File: config.mk
export PLATFORM = sky130hd
export DESIGN_NAME = slide_pot_sequencer
export DESIGN_NICKNAME = d
export VERILOG_FILES = /design/src/rtl/slide_pot_sequencer.sv
export SDC_FILE = /design/constraint.sdc
export NUM_CORES = 1
export LEC_CHECK = 0
export ABC_AREA = 0
export ABC_CLOCK_PERIOD_IN_PS = 4550
export CAP_MARGIN = 10
export CORE_AREA = 3 3 152 154
export DETAILED_ROUTE_END_ITERATION = 6
export DIE_AREA = 0 0 155 157
export SYNTH_ARGS = -nofsm -noshare
export SYNTH_HDL_FRONTEND = slang
export SYNTH_SLANG_ARGS = --single-unit
File: constraint.sdc
create_clock -name clk -period 4.55 [get_ports clk]
set_input_delay 0.91 -clock clk [delete_from_list [all_inputs] [get_ports clk]]
set_output_delay 0.91 -clock clk [all_outputs]
set_load 0.05 [all_outputs]
File: src/rtl/slide_pot_sequencer.sv
// Round-robin A2D sequencer for the slide pots: one conversion per band, then an
// optional first-order IIR (shift k) into a registered 12-bit value per band.
//
// state | meaning
// GAP   | idle spacing between conversions, counts SAMPLE_GAP clocks
// REQ   | single-cycle strt_cnv for the current band's channel
// WAIT  | waiting for cnv_cmplt, bounded by the timeout counter
// ADV   | step to the next band; pulses sweep_done after the last band

module slide_pot_sequencer #(
  parameter int NUM_BANDS    = 5,
  parameter int CH_BASE      = 0,
  parameter int SAMPLE_GAP   = 1024,
  parameter int TIMEOUT      = 4096,
  parameter int SMOOTH_SHIFT = 2
) (
  input  logic                      clk,
  input  logic                      rst,
  output logic                      strt_cnv,
  output logic [2:0]                chnnl,
  input  logic                      cnv_cmplt,
  input  logic [11:0]               res,
  output logic [12*NUM_BANDS-1:0]   pots,
  output logic                      sweep_done,
  output logic                      to_err
);

  localparam int GW = $clog2(SAMPLE_GAP + 1);
  localparam int TW = $clog2(TIMEOUT + 1);
  localparam logic [GW-1:0] GAP_LAST = GW'(SAMPLE_GAP - 1);
  localparam logic [TW-1:0] TMO_LAST = TW'(TIMEOUT - 1);
  localparam logic [2:0]    IDX_LAST = 3'(NUM_BANDS - 1);
  localparam logic [2:0]    CH0      = 3'(CH_BASE);

  typedef enum logic [1:0] {ST_GAP, ST_REQ, ST_WAIT, ST_ADV} state_t;

  state_t               state_q, state_d;
  logic [GW-1:0]        gap_cnt_q, gap_cnt_d;
  logic [TW-1:0]        tmo_cnt_q, tmo_cnt_d;
  logic [2:0]           idx_q, idx_d;
  logic [2:0]           chnnl_q, chnnl_d;
  logic                 to_err_q, to_err_d;
  logic [11:0]          pots_q [NUM_BANDS];
  logic [11:0]          pots_d [NUM_BANDS];
  logic [NUM_BANDS-1:0] loaded_q, loaded_d;

  logic                 cap;
  logic [11:0]          cur_pot;
  logic                 cur_loaded;
  logic signed [12:0]   diff;
  logic [11:0]          step;
  logic [11:0]          smooth_val;
  logic [11:0]          new_val;

  always_comb begin
    state_d    = state_q;
    gap_cnt_d  = gap_cnt_q;
    tmo_cnt_d  = tmo_cnt_q;
    idx_d      = idx_q;
    chnnl_d    = chnnl_q;
    to_err_d   = to_err_q;
    cap        = 1'b0;
    strt_cnv   = 1'b0;
    sweep_done = 1'b0;
    case (state_q)
      ST_GAP: begin
        if (gap_cnt_q == GAP_LAST) begin
          state_d = ST_REQ;
          chnnl_d = CH0 + idx_q;
        end else begin
          gap_cnt_d = gap_cnt_q + GW'(1);
        end
      end
      ST_REQ: begin
        strt_cnv  = 1'b1;
        tmo_cnt_d = '0;
        state_d   = ST_WAIT;
      end
      ST_WAIT: begin
        // a completion on the expiry cycle still wins over the timeout
        if (cnv_cmplt) begin
          cap     = 1'b1;
          state_d = ST_ADV;
        end else if (tmo_cnt_q == TMO_LAST) begin
          to_err_d = 1'b1;
          state_d  = ST_ADV;
        end else begin
          tmo_cnt_d = tmo_cnt_q + TW'(1);
        end
      end
      ST_ADV: begin
        gap_cnt_d = '0;
        state_d   = ST_GAP;
        if (idx_q == IDX_LAST) begin
          idx_d      = '0;
          sweep_done = 1'b1;
        end else begin
          idx_d = idx_q + 3'd1;
        end
      end
      default: state_d = ST_GAP;
    endcase
  end

  always_comb begin
    cur_pot    = '0;
    cur_loaded = 1'b0;
    for (int i = 0; i < NUM_BANDS; i++) begin
      if (idx_q == 3'(i)) begin
        cur_pot    = pots_q[i];
        cur_loaded = loaded_q[i];
      end
    end
    diff = $signed({1'b0, res}) - $signed({1'b0, cur_pot});
    // low 12 bits of the 13-bit sum; the true result never leaves 0..4095
    step       = 12'(diff >>> SMOOTH_SHIFT);
    smooth_val = cur_pot + step;
    new_val    = (!cur_loaded || SMOOTH_SHIFT == 0) ? res : smooth_val;
    for (int i = 0; i < NUM_BANDS; i++) begin
      pots_d[i]   = pots_q[i];
      loaded_d[i] = loaded_q[i];
      if (cap && idx_q == 3'(i)) begin
        pots_d[i]   = new_val;
        loaded_d[i] = 1'b1;
      end
    end
  end

  always_ff @(posedge clk) begin
    if (rst) begin
      state_q   <= ST_GAP;
      gap_cnt_q <= '0;
      tmo_cnt_q <= '0;
      idx_q     <= '0;
      chnnl_q   <= CH0;
      to_err_q  <= 1'b0;
      loaded_q  <= '0;
      for (int i = 0; i < NUM_BANDS; i++) pots_q[i] <= '0;
    end else begin
      state_q   <= state_d;
      gap_cnt_q <= gap_cnt_d;
      tmo_cnt_q <= tmo_cnt_d;
      idx_q     <= idx_d;
      chnnl_q   <= chnnl_d;
      to_err_q  <= to_err_d;
      loaded_q  <= loaded_d;
      for (int i = 0; i < NUM_BANDS; i++) pots_q[i] <= pots_d[i];
    end
  end

  for (genvar g = 0; g < NUM_BANDS; g++) begin : g_pots
    assign pots[12*g +: 12] = pots_q[g];
  end

  assign chnnl  = chnnl_q;
  assign to_err = to_err_q;

endmodule

==> out/results.ini <==
[run_status]
status = complete, but fails checks
failed_checks = setup timing

[clock_network]
cts_tree = yes
h-tree-depth = 3
clk_pin_slew_worst_paths_ns = 0.07
cts_buffer_depth = 2
clk_latency_ns = 0.35
numCtsBuffers = 9
root_buffer = clkbuf_16
hold_buffers = 0
cts.sinks = 98

[finish]
area_delta_synth_final_pct = 40.65
drive_above_1_share = 0.1988
layout_commonest_cell = nor2_1
multi_input_area_mm2 = 0.003551
finalNetCount = 859
regArea_mm2 = 0.001967
mostFrequentLayoutCells = nor2_1, dfxtp_1, buf_4
diodes = 0
n_fill_cell = 2245
final_cell_area_mm2 = 0.007680

[synthesis]
synth_area_leader_cell = dfxtp_1
dominantRegCellSynth = dfxtp_1
ys_ff_latch = 98
yosysSeqAreaShare = 0.3593
synth_cell_types = 52
synth_fp_nets = 720
syn_area_mm2 = 0.005460
syn_avg_cell_area_um2 = 8.186
ys_warn_count = 0
postSynthCellCount = 667
synth_edf_count = 0
synth_top_cell_area_share = 0.3593
async_flop_share = 0
ys_top_cells_by_area = dfxtp_1, nor2_1, a211oi_1, ha_1, a21oi_1

[worst_setup_path]
crit_fanout = 5
arrival_ns = 5.04
end_kind = register
cp_data_required_time_ns = 4.76
critPathKind = register to register
cp-start-kind = register

[pwr]
power_mw = 1.969
power_density_mw_per_mm2 = 256.3
p_leak_nw = 2.865
ir_worst_vdd_mv = 0.1638

[global_routing]
grt_pass1_vias = 4793
overflow = 0
grt_pass1_wl_um = 25110
grt.total_usage = 0.1270
grt_max_degree = 45
antenna_found_initial = 0

[sta]
setup_viol = 20
fin_crit_sh = 1.062
fmax_mhz = 207.0
tns_ns = -3.090
hold_ws_ns = 0.4632
rsz0062_at_grt = yes
hold_violations = 0
fin_ws_ns = -0.2802
relSlewSlack = 0.4110
fin_crit_ns = 4.830
final_max_slew_viol_count = 0
skew_ns = 0.01368
worst_pin_slew_ns = 0.8835

[placed_design]
gp_congestion = 0.8313
portBuffers = 80
post-dp-hpwl_um = 12210
placed_cell_area_mm2 = 0.007074

[floorplan]
rows = 54
die_y_um = 157
ios = 81
start_util = 0.2502
die_w_um = 155
core_mm2 = 0.02182
dieArea_mm2 = 0.02434

[hold_path]
min_path_type = register to register

[detailed_routing]
drtIter0Drc = 268
num_vias = 5062
drt-total-wl_um = 16010
antenna_left = 0
drcViolationCount = 0
viasPerCell = 4.644
drt_pass1_iterations = 5
wire_per_inst_um = 14.69

[run]
drv_cap = 0

## report_power, final
group          leakage [nW]  internal, mW  switching, mW  total (mW)
combinational          1.94         0.172          0.206       0.379
sequential            0.791         0.872         0.0122       0.884
clock                 0.134         0.381          0.325       0.706
total                  2.86          1.42          0.544        1.97
## worst max-delay path: stages (launching register included)
cell,delay [ns]
dfxtp_4,0.37
inv_4,0.08
ha_4,0.14
nand2_4,0.06
nor2_4,0.16
a22oi_2,0.10
a211oi_2,0.23
a21oi_1,0.07
a21o_1,0.21
ha_4,0.23
o211ai_1,0.28
o21ai_1,0.14
o21ai_2,0.21
a21oi_2,0.09
o41a_1,0.35
xor2_1,0.17
ha_1,0.32
and2_4,0.15
o21ai_4,0.14
o31ai_4,0.10
o41ai_2,0.32
xnor2_1,0.15
and3b_2,0.24
mux2i_4,0.27
o22ai_1,0.14
## sequential cells by signal, indices dropped and copies added, names as in the netlist
register   cells
state_q        2
loaded_q       5
chnnl          3
idx_q          3
gap_cnt_q     11
tmo_cnt_q     13
pots_q        60
to_err         1
## final timing paths
kind | end | depth (start not counted) | slack, ns | startpoint
hold reg to reg | loaded_q[3] | 2 | 0.46 | loaded_q[3]
setup reg to reg | pots_q[0][23] | 24 | -0.28 | idx_q[0]
hold / removal | loaded_q[3] | 2 | 0.46 | loaded_q[3]
setup / recovery | pots_q[0][23] | 24 | -0.28 | idx_q[0]
## per-stage QoR
step / worst slack (ns) / utilization / instances
after floorplan: -0.1100 / - / 667
after global placement: -0.3782 / 0.3242 / 1061
after detailed placement: -0.5000 / 0.3242 / 1061
after CTS: -0.2161 / 0.3447 / 1085
after global routing: -0.5687 / 0.3519 / 1090
final: -0.2802 / 0.3519 / 1090
## metal layers
metal	up-vias	track usage	wire, um
met2	66	0.2056	7352
li1	2639	-	-
met3	11	0.01897	442
met4	0	0.03406	179
met1	2346	0.1771	8038
met5	-	0	0
## synth_stat cells (2+ instances only)
| master | count |
|---|---|
| nand3_1 | 17 |
| nor3b_1 | 3 |
| dfxtp_1 | 98 |
| a21oi_1 | 38 |
| nand4_1 | 7 |
| o21ai_0 | 23 |
| mux2_2 | 2 |
| nand2_1 | 29 |
| nand2b_1 | 7 |
| clkbuf_1 | 32 |
| a211oi_1 | 63 |
| a22oi_1 | 11 |
| nor2b_1 | 10 |
| o31ai_1 | 2 |
| o22ai_1 | 4 |
| nor3_1 | 7 |
| and2_1 | 4 |
| a21o_1 | 12 |
| xor2_1 | 19 |
| and3_1 | 10 |
| nand3b_1 | 3 |
| nor2_1 | 138 |
| or2_2 | 5 |
| o211ai_1 | 3 |
| ha_1 | 37 |
| buf_2 | 4 |
| inv_1 | 22 |
| or4_1 | 2 |
| xnor2_1 | 14 |
| mux2i_1 | 19 |
## kinds of logic after synthesis
family | count (synthesis) | synth area share
buf+inv | 60 | 0.04354
fa+ha+maj | 38 | 0.08845
simple gates | 247 | 0.2037
xor+xnor | 33 | 0.05293
flops | 98 | 0.3593
mux | 21 | 0.03895
compound gates | 170 | 0.2131
## repair_timing
action                                  in CTS  in global routing
gates resized for setup                     24                 24
setup buffers                               10                  5
pin swaps                                   19                 23
endpoints found under the setup margin      25                 35
## area by class of cell
class	count	area share
Multi-Input combinational cell	509	0.4624
Timing Repair Buffer	166	0.1893
Clock buffer	10	0.03112
Sequential cell	98	0.2561
Clock inverter	5	0.004073
Tap cell	280	0.04562
Inverter	22	0.01140
(Power assumes the default switching activity.)
